[config.mk]
export PLATFORM = sky130hd
export DESIGN_NAME = vlc_ook_demod
export DESIGN_NICKNAME = d
export VERILOG_FILES = /design/src/rtl/vlc_rx_pkg.sv /design/src/rtl/ook_bit_slicer.sv /design/src/rtl/vlc_ook_demod.sv
export SDC_FILE = /design/constraint.sdc
export NUM_CORES = 1
export LEC_CHECK = 0
export CAP_MARGIN = 20
export CORE_MARGIN = 4
export CORE_UTILIZATION = 45
export DETAILED_ROUTE_END_ITERATION = 10
export PLACE_DENSITY = 0.66
export REMOVE_ABC_BUFFERS = 1
export SETUP_SLACK_MARGIN = 0.1
export SLEW_MARGIN = 20
export SYNTH_ARGS = -nofsm -noshare
export SYNTH_HDL_FRONTEND = slang
export SYNTH_SLANG_ARGS = --single-unit
[constraint.sdc]
create_clock -name clk -period 6.16 [get_ports clk]
set_input_delay 0.924 -clock clk [delete_from_list [all_inputs] [get_ports clk]]
set_output_delay 0.924 -clock clk [all_outputs]
set_load 0.01 [all_outputs]
[src/rtl/vlc_rx_pkg.sv]
// rtl/vlc_rx_pkg.sv - shared types and constants for the VLC OOK receive path
package vlc_rx_pkg;

  typedef enum logic [1:0] {
    HUNT = 2'd0,
    SYNC = 2'd1,
    DATA = 2'd2
  } state_t;

  localparam logic [7:0] DEF_PREAMBLE = 8'hAA;
  localparam logic [7:0] DEF_SFD      = 8'hD5;

  function automatic int clog2(input int value);
    int r;
    r = 0;
    for (int v = value - 1; v > 0; v = v >> 1) r++;
    return r;
  endfunction

endpackage

[src/rtl/ook_bit_slicer.sv]
// rtl/ook_bit_slicer.sv - threshold slicer and majority integrator over one bit window
module ook_bit_slicer
  import vlc_rx_pkg::*;
#(
  parameter int          SPB    = 16,
  parameter logic [11:0] THRESH = 12'h800
) (
  input  logic        clk,
  input  logic        rst_n,
  input  logic [11:0] sample_in,
  input  logic        sample_valid,
  input  logic        align_en,
  output logic        bit_valid,
  output logic        bit_value
);

  localparam int CW = clog2(SPB);
  localparam int AW = CW + 1;
  localparam logic [CW-1:0] LAST = CW'(SPB - 1);
  localparam logic [AW-1:0] HALF = AW'(SPB / 2);

  logic [CW-1:0] win_cnt;
  logic [AW-1:0] ones;
  logic          prev_chip;

  logic          chip;
  logic          edge_hit;
  logic [CW-1:0] pos;
  logic [AW-1:0] ones_sum;

  // A chip transition while hunting makes the current sample position 0 of a new window.
  always_comb begin
    chip      = (sample_in >= THRESH);
    edge_hit  = align_en && (chip != prev_chip);
    pos       = edge_hit ? '0 : win_cnt;
    ones_sum  = (edge_hit ? '0 : ones) + AW'(chip);
    bit_valid = sample_valid && (pos == LAST);
    bit_value = (ones_sum >= HALF);
  end

  always_ff @(posedge clk or negedge rst_n) begin
    if (!rst_n) begin
      win_cnt   <= '0;
      ones      <= '0;
      prev_chip <= 1'b0;
    end else if (sample_valid) begin
      prev_chip <= chip;
      if (pos == LAST) begin
        win_cnt <= '0;
        ones    <= '0;
      end else begin
        win_cnt <= pos + 1'b1;
        ones    <= ones_sum;
      end
    end
  end

endmodule

[src/rtl/vlc_ook_demod.sv]
// rtl/vlc_ook_demod.sv - OOK demodulator: preamble hunt, SFD lock and fixed-length byte framing
module vlc_ook_demod
  import vlc_rx_pkg::*;
#(
  parameter int          SPB         = 16,
  parameter logic [11:0] THRESH      = 12'h800,
  parameter logic [7:0]  PREAMBLE    = DEF_PREAMBLE,
  parameter logic [7:0]  SFD         = DEF_SFD,
  parameter int          FRAME_BYTES = 4
) (
  input  logic        clk,
  input  logic        rst_n,
  input  logic [11:0] sample_in,
  input  logic        sample_valid,
  output logic [7:0]  byte_out,
  output logic        byte_valid,
  output logic        frame_active,
  output logic        frame_done,
  output logic        bit_out
);

  localparam logic [7:0] LAST_BYTE = 8'(FRAME_BYTES - 1);

  state_t     state;
  logic [7:0] shreg;
  logic [7:0] sh_next;
  logic [2:0] bit_cnt;
  logic [7:0] byte_cnt;
  logic [3:0] sync_cnt;
  logic       bit_valid;
  logic       bit_value;

  ook_bit_slicer #(
    .SPB    (SPB),
    .THRESH (THRESH)
  ) u_slicer (
    .clk          (clk),
    .rst_n        (rst_n),
    .sample_in    (sample_in),
    .sample_valid (sample_valid),
    .align_en     (state == HUNT),
    .bit_valid    (bit_valid),
    .bit_value    (bit_value)
  );

  assign sh_next = {shreg[6:0], bit_value};

  always_ff @(posedge clk or negedge rst_n) begin
    if (!rst_n) begin
      state        <= HUNT;
      shreg        <= '0;
      bit_cnt      <= '0;
      byte_cnt     <= '0;
      sync_cnt     <= '0;
      byte_out     <= '0;
      byte_valid   <= 1'b0;
      frame_active <= 1'b0;
      frame_done   <= 1'b0;
      bit_out      <= 1'b0;
    end else begin
      byte_valid <= 1'b0;
      frame_done <= 1'b0;
      if (bit_valid) begin
        shreg   <= sh_next;
        bit_out <= bit_value;
        case (state)
          HUNT: begin
            if (sh_next == PREAMBLE) begin
              state    <= SYNC;
              sync_cnt <= '0;
            end
          end
          SYNC: begin
            // A repeating preamble restarts the SFD timeout.
            if (sh_next == SFD) begin
              state        <= DATA;
              frame_active <= 1'b1;
              bit_cnt      <= '0;
              byte_cnt     <= '0;
            end else if (sh_next == PREAMBLE) begin
              sync_cnt <= '0;
            end else if (sync_cnt == 4'd15) begin
              state <= HUNT;
            end else begin
              sync_cnt <= sync_cnt + 4'd1;
            end
          end
          DATA: begin
            bit_cnt <= bit_cnt + 3'd1;
            if (bit_cnt == 3'd7) begin
              byte_out   <= sh_next;
              byte_valid <= 1'b1;
              byte_cnt   <= byte_cnt + 8'd1;
              if (byte_cnt == LAST_BYTE) begin
                frame_done   <= 1'b1;
                frame_active <= 1'b0;
                state        <= HUNT;
              end
            end
          end
          default: state <= HUNT;
        endcase
      end
    end
  end

endmodule

# ---- After elaboration in Yosys (flattened, before gate mapping)
# Index checks and enable logic that the tools add are counted.
dict set report totals {
  reg_bits 46
  in_bits 15
  output_inout_bits 12
  word_cells 80
}
dict set report op_classes {
  add_sub_neg 5
  n_lt_le_gt_ge 2
  eq_ne 17
  mux 32
  reduce_logical 11
}
# operator n
set op_table {}
lappend op_table {{2-to-1 mux 4 bit} 6}
lappend op_table {{equality test 8 bit, second input constant} 2}
lappend op_table {{2-to-1 mux 8 bit} 2}
lappend op_table {{one-hot mux 8 bit (2 select lines)} 1}
lappend op_table {{>= comparator 12 bit, second input constant} 1}
lappend op_table {{2-to-1 mux 2 bit} 6}
lappend op_table {{2-to-1 mux 1 bit} 10}
lappend op_table {{2-to-1 mux 5 bit} 2}
lappend op_table {{inequality test 2 bit, second input constant} 5}
lappend op_table {{AND reduction 5 bit} 2}
lappend op_table {{inequality test 3 bit, second input constant} 3}
lappend op_table {{adder 4 x 1 -> 4 bit, second input constant} 2}
lappend op_table {{adder 8 x 1 -> 8 bit, second input constant} 1}
lappend op_table {{equality test 4 bit, second input constant} 2}
lappend op_table {{equality test 8 x 2 -> 1 bit, second input constant} 1}
lappend op_table {{one-hot mux 4 bit (2 select lines)} 1}
lappend op_table {{one-hot mux 2 bit (3 select lines)} 1}
lappend op_table {{one-hot mux 3 bit (2 select lines)} 1}
lappend op_table {{AND reduction 3 bit} 2}
lappend op_table {{AND reduction 6 bit} 1}
lappend op_table {{adder 5 x 1 -> 5 bit} 1}
lappend op_table {{>= comparator 5 x 4 -> 1 bit, second input constant} 1}
lappend op_table {{AND reduction 4 bit} 1}
lappend op_table {{nonzero test 2 bit} 2}
lappend op_table {{other kinds (9)} 10}

# ---- Longest topological paths before layout
dict set report logic_depth {
  ltp_word 10
  mapped_depth 13
  ltp_nobuf 10
}

# ---- Hierarchy
# Synthesis repeated with hierarchy kept, for this count alone.
dict set report hier_totals {
  hier_cells 221
  area_unflattened_um2 2280.9
}
# mod instances cells_each area_each_um2 seq_area_each_um2
set modules_own_cells {}
lappend modules_own_cells {vlc_ook_demod 1 159 1681.6 875.8}
lappend modules_own_cells {ook_bit_slicer 1 62 599.3 250.2}

# ---- Worst setup path after synthesis
# OpenSTA, ideal clock, no wires.
dict set report synth_timing {
  path_kind {input port to flip-flop}
  from {input port sample_in[11]}
  to {register sync_cnt[1]}
  setup_time_ns 0.121
  t_arrival_ns 3.285
  t_required_ns 6.039
  slack_ns 2.754
  stages 11
  n_path_buf 1
  cell_sequence {xor2_1 nand2_1 clkbuf_1 and2_1 ha_1 ha_1 or3b_1 a21oi_2 o21ai_1 a211o_1 a22o_1}
}
dict set report synth_between {
  elab_chain_cells 10
  elab_cells_between_ends 18
  cone_classes {1 x add/sub; 2 x order compare; 7 x eq/ne; 5 x mux; 3 x reduce/logical}
}
# element line
set synth_rtl {}
lappend synth_rtl {{from (decl)} vlc_ook_demod.sv:13} ;# input logic [11:0] sample_in,
lappend synth_rtl {{>= comparator 12 bit *} ook_bit_slicer.sv:33} ;# chip = (sample_in >= THRESH);
lappend synth_rtl {{inequality test 1 bit} ook_bit_slicer.sv:34} ;# edge_hit = align_en && (chip != prev_chip);
lappend synth_rtl {{logical AND 1 bit} ook_bit_slicer.sv:34}
lappend synth_rtl {{2-to-1 mux 5 bit} ook_bit_slicer.sv:36} ;# ones_sum = (edge_hit ? '0 : ones) + AW'(chip);
lappend synth_rtl {{adder 5 x 1 -> 5 bit} ook_bit_slicer.sv:36}
lappend synth_rtl {{>= comparator 5 x 4 -> 1 bit} ook_bit_slicer.sv:38} ;# bit_value = (ones_sum >= HALF);
lappend synth_rtl {{equality test 8 bit} {vlc_ook_demod.sv:68, vlc_ook_demod.sv:80}}
lappend synth_rtl {{2-to-1 mux 4 bit} vlc_ook_demod.sv:80} ;# end else if (sh_next == PREAMBLE) begin
lappend synth_rtl {{2-to-1 mux 4 bit} vlc_ook_demod.sv:75} ;# if (sh_next == SFD) begin
lappend synth_rtl {{one-hot mux 4 bit (2 select lines)} vlc_ook_demod.sv:66} ;# case (state)
lappend synth_rtl {{to (signal assigned)} vlc_ook_demod.sv:85} ;# sync_cnt <= sync_cnt + 4'd1;
lappend synth_rtl {{to (decl)} vlc_ook_demod.sv:29} ;# logic [3:0] sync_cnt;
# Every way passes the cells marked *; elsewhere a longest branch is shown, timed or not. The select of a mux whose other input is x is not followed.
# A chain may end at the register's enable or synchronous reset.

# ---- Worst setup path in the final report
# Ends and elaborated chain as after synthesis.

==> summary.md <==
| Metric | Value |
|---|---|
| Syn Area/Cell | 9.41 sq um |
| Fillers | 469 |
| Leak | 1.19 nW |
| Final worst slack | 2.15 ns |
| Initial drt markers | 123 |
| CTS tree | yes |
| Most used DFF post-synth | dfrtp_1 |
| Layout Nets | 280 |
| Fin area | 2600 sq um |
| Max clock buf depth | 2 |
| YS warnings | 0 |
| Worst Setup Path Type | primary input to flop |
| Slew at the pin with the worst max-slew slack | 0.569 ns |
| Status | finished, final reports clean |
| Final-report max-slew violation count | 0 |
| Seq pwr share | 54.9% |
| Cells after Synth | 245 |
| Internal power | 0.445 mW |
| Skew-Pair Late Insertion Delay | 0.29 ns |
| DR WL met3 | 240 um |
| Tmin final | 4.01 ns |
| CTS root buf | clkbuf_8 |
| H-tree levels | 2 |
| RSZ-0062 raised after global routing | no |
| Max VDD drop | 0.000101 V |
| DRT Pass-1 Iters | 4 |
| Clk_skew | 0.00801 ns |
| Post-layout util | 53.7% |
| Row cnt | 25 |
| Worst hold path type | flop to flop |
| Setup TNS | 0 ns |
| Core Region | 4850 sq um |
| Worst r2r src | state[0] |
| Hold depth | 2 |
| Switch share | 23.2% |
| Peak Freq | 0.249 GHz |
| Area grow syn2layout | 12.8% |
| Fin cells | 325 |
| Most common cell after layout, fill and taps aside | nand2_1 |
| Wire length on met1 | 2.22 mm |
| WHS Endpoint | byte_out[4] |
| FF+latch count, synth | 45 |
| Post-CTS Setup Inserts | 0 |
| First-pass GRT wire length | 7.93 mm |
| WL final | 4.47 mm |
| Place WS | 1.86 ns |
| Top cells by area, synth | dfrtp_1 (49%), nand2_1 (8.8%), ha_1 (3.8%), a21oi_1 (2.6%), a31oi_1 (2.4%) |
| Share of cells above drive strength 1 | 7.36% |
| Mapped cell area | 2310 sq um |
| Final Wtd Congestion | 0.766 |
| CP arrival | 4.19 ns |
| Post-route ant nets | 0 |
| Most frequent cells in the layout | nand2_1 (54), dfrtp_1 (45), clkdlybuf4s50_1 (14), nor2_1 (13), a21oi_1 (12) |
| Residual DRC | 0 |
| Share of flip-flops with an asynchronous set or reset | 100% |
| Worst reg2reg setup slack | 2.71 ns |
| Cts bufs inserted | 5 |
| Cell depth of the worst flop-to-flop path | 9 |
| Gr usage total | 15.7% |
| Hold_buf cts | 0 |
| Post-synth EDFFs | 0 |
| Clock power frac | 37.2% |
| Die Area | 6330 sq um |
| Gr ovfl total | 0 |
| Hold slack | 0.476 ns |
| Final count of negative-setup-slack endpoints | 0 |
| Initial Utilization | 47.6% |
| Synth top area share | 48.8% |
| Worst r2r dst | byte_cnt[7] |
| Top routing layer used | met4 |
| WL/cell | 13.8 um |
| Vias in the first global route | 1675 |
| Overall power | 0.579 mW |
| Via count | 1816 |
| Largest net degree at the start of global routing | 46 |
| Hold Fails Final Rpt | 0 |
| # port buffers | 15 |
| TritonCTS sink count | 45 |
| Sequential area share after synthesis | 48.8% |
| Max_cap viols | 0 |
| Initial antenna violation count | 0 |
| Combinational share of power | 7.8% |
| Hold wc startpoint | byte_out[4] |
| Worst Path Max Fanout | 11 |
| Num ports | 27 |
| Endpoint class of the critical path | flop |
| Dpl cells | 318 |
| Post-placement cell area | 2490 sq um |
| Die height | 79.6 um |
| Final period utilization | 65.1% |
| Met2 WL | 1.96 mm |
| Switching pwr | 0.134 mW |
| DPL Wire Length | 3.09 mm |
| Clk slew on worst S/H paths | 0.08 ns |
| Required time worst endpoint | 6.34 ns |
| Max transition margin | 62.0% |
| Die width | 79.6 um |
| Ant diodes | 0 |
| Post-CTS Resized | 0 |
| Critical path launch point type | primary input |
| PwrDens | 223 nW/um^2 |
| Synth unique cells | 52 |
| Via/cell ratio | 5.59 |
| Yosys top cell by area | dfrtp_1 |
cells in the mapped netlist (2+ instances only):
cell	instances
nand4_1	3
nand2_1	54
or3_1	3
and3_1	5
and2_1	6
nand2b_1	3
mux2_2	2
buf_2	2
nor3_1	2
nand4b_1	2
o31ai_1	2
ha_1	7
a21oi_1	12
clkbuf_1	7
a31oi_1	9
o21ai_0	10
nand3_1	9
inv_1	7
nor2_1	13
a32o_1	2
dfrtp_1	45
o2bb2ai_1	2
a41oi_1	2
a211oi_1	2
o22ai_1	2
mux2i_1	4
a22o_1	3
critical path, cell delays in order:
cell	delay (ns)
clkdlybuf4s50_1	0.52
xor2_1	0.35
nand2_1	0.33
and2_1	0.27
ha_1	0.21
ha_1	0.24
or3b_1	0.38
a21oi_2	0.20
o21ai_1	0.20
a211o_1	0.34
a22o_1	0.23
power groups by stage:
stage / Sequential (mW) / Combinational [mW] / Clock, mW
6_report: 0.318 / 0.0454 / 0.216
5_1_grt: 0.321 / 0.0532 / 0.235
4_1_cts: 0.318 / 0.0460 / 0.221
3_5_place_dp: 0.324 / 0.0460 / 0
3_3_place_gp: 0.324 / 0.0445 / 0
2_1_floorplan: 0.321 / 0.0316 / 0
area by class of cell:
| cell class | instances | area, sq um | area share (%) |
|---|---|---|---|
| inverters | 7 | 26.3 | 1.01 |
| clock buffers | 5 | 68.8 | 2.65 |
| well taps | 67 | 83.8 | 3.22 |
| repair buffers | 16 | 155 | 5.96 |
| multi-input cells | 183 | 1110 | 42.5 |
| clock inverters | 2 | 35.0 | 1.35 |
| flip-flops and latches | 45 | 1130 | 43.3 |
cell families (layout without fill, tap and decap cells):
logic type / after synthesis / after routing / synth area share [%]
AO/OA/AOI/OAI: 58 / 58 / 17.7
multiplexers: 6 / 6 / 2.71
XOR/XNOR: 1 / 1 / 0.380
flip-flops: 45 / 45 / 48.8
AND/OR/NAND/NOR: 111 / 111 / 23.4
buffers and inverters: 17 / 30 / 3.20
adder cells (fa/ha/maj): 7 / 7 / 3.80
worst max path at each step:
stage	start	endpoint	slack (ns)	cells after the start
final	sample_in[11]	sync_cnt[1]	2.15	11
after global routing	sample_in[11]	sync_cnt[1]	1.95	11
after CTS	sample_in[11]	sync_cnt[1]	2.17	11
after detailed placement	sample_in[11]	sync_cnt[1]	1.86	11
after global placement	sample_in[11]	sync_cnt[1]	1.90	11
after floorplan	sample_in[11]	sync_cnt[1]	2.78	10
flip-flops by register name (all words and copies together), names as in the netlist:
register	flops
byte_out	8
frame_active	1
bit_cnt	3
u_slicer.prev_chip	1
byte_cnt	8
sync_cnt	4
frame_done	1
shreg	7
byte_valid	1
state	2
u_slicer.win_cnt	4
u_slicer.ones	5
layer usage:
layer,global-route usage [%],vias to the layer above
li1,-,906
met1,22.5,860
met2,23.6,44
met3,3.05,6
met4,5.15,0
met5,0,-
(Power assumes the default switching activity.)
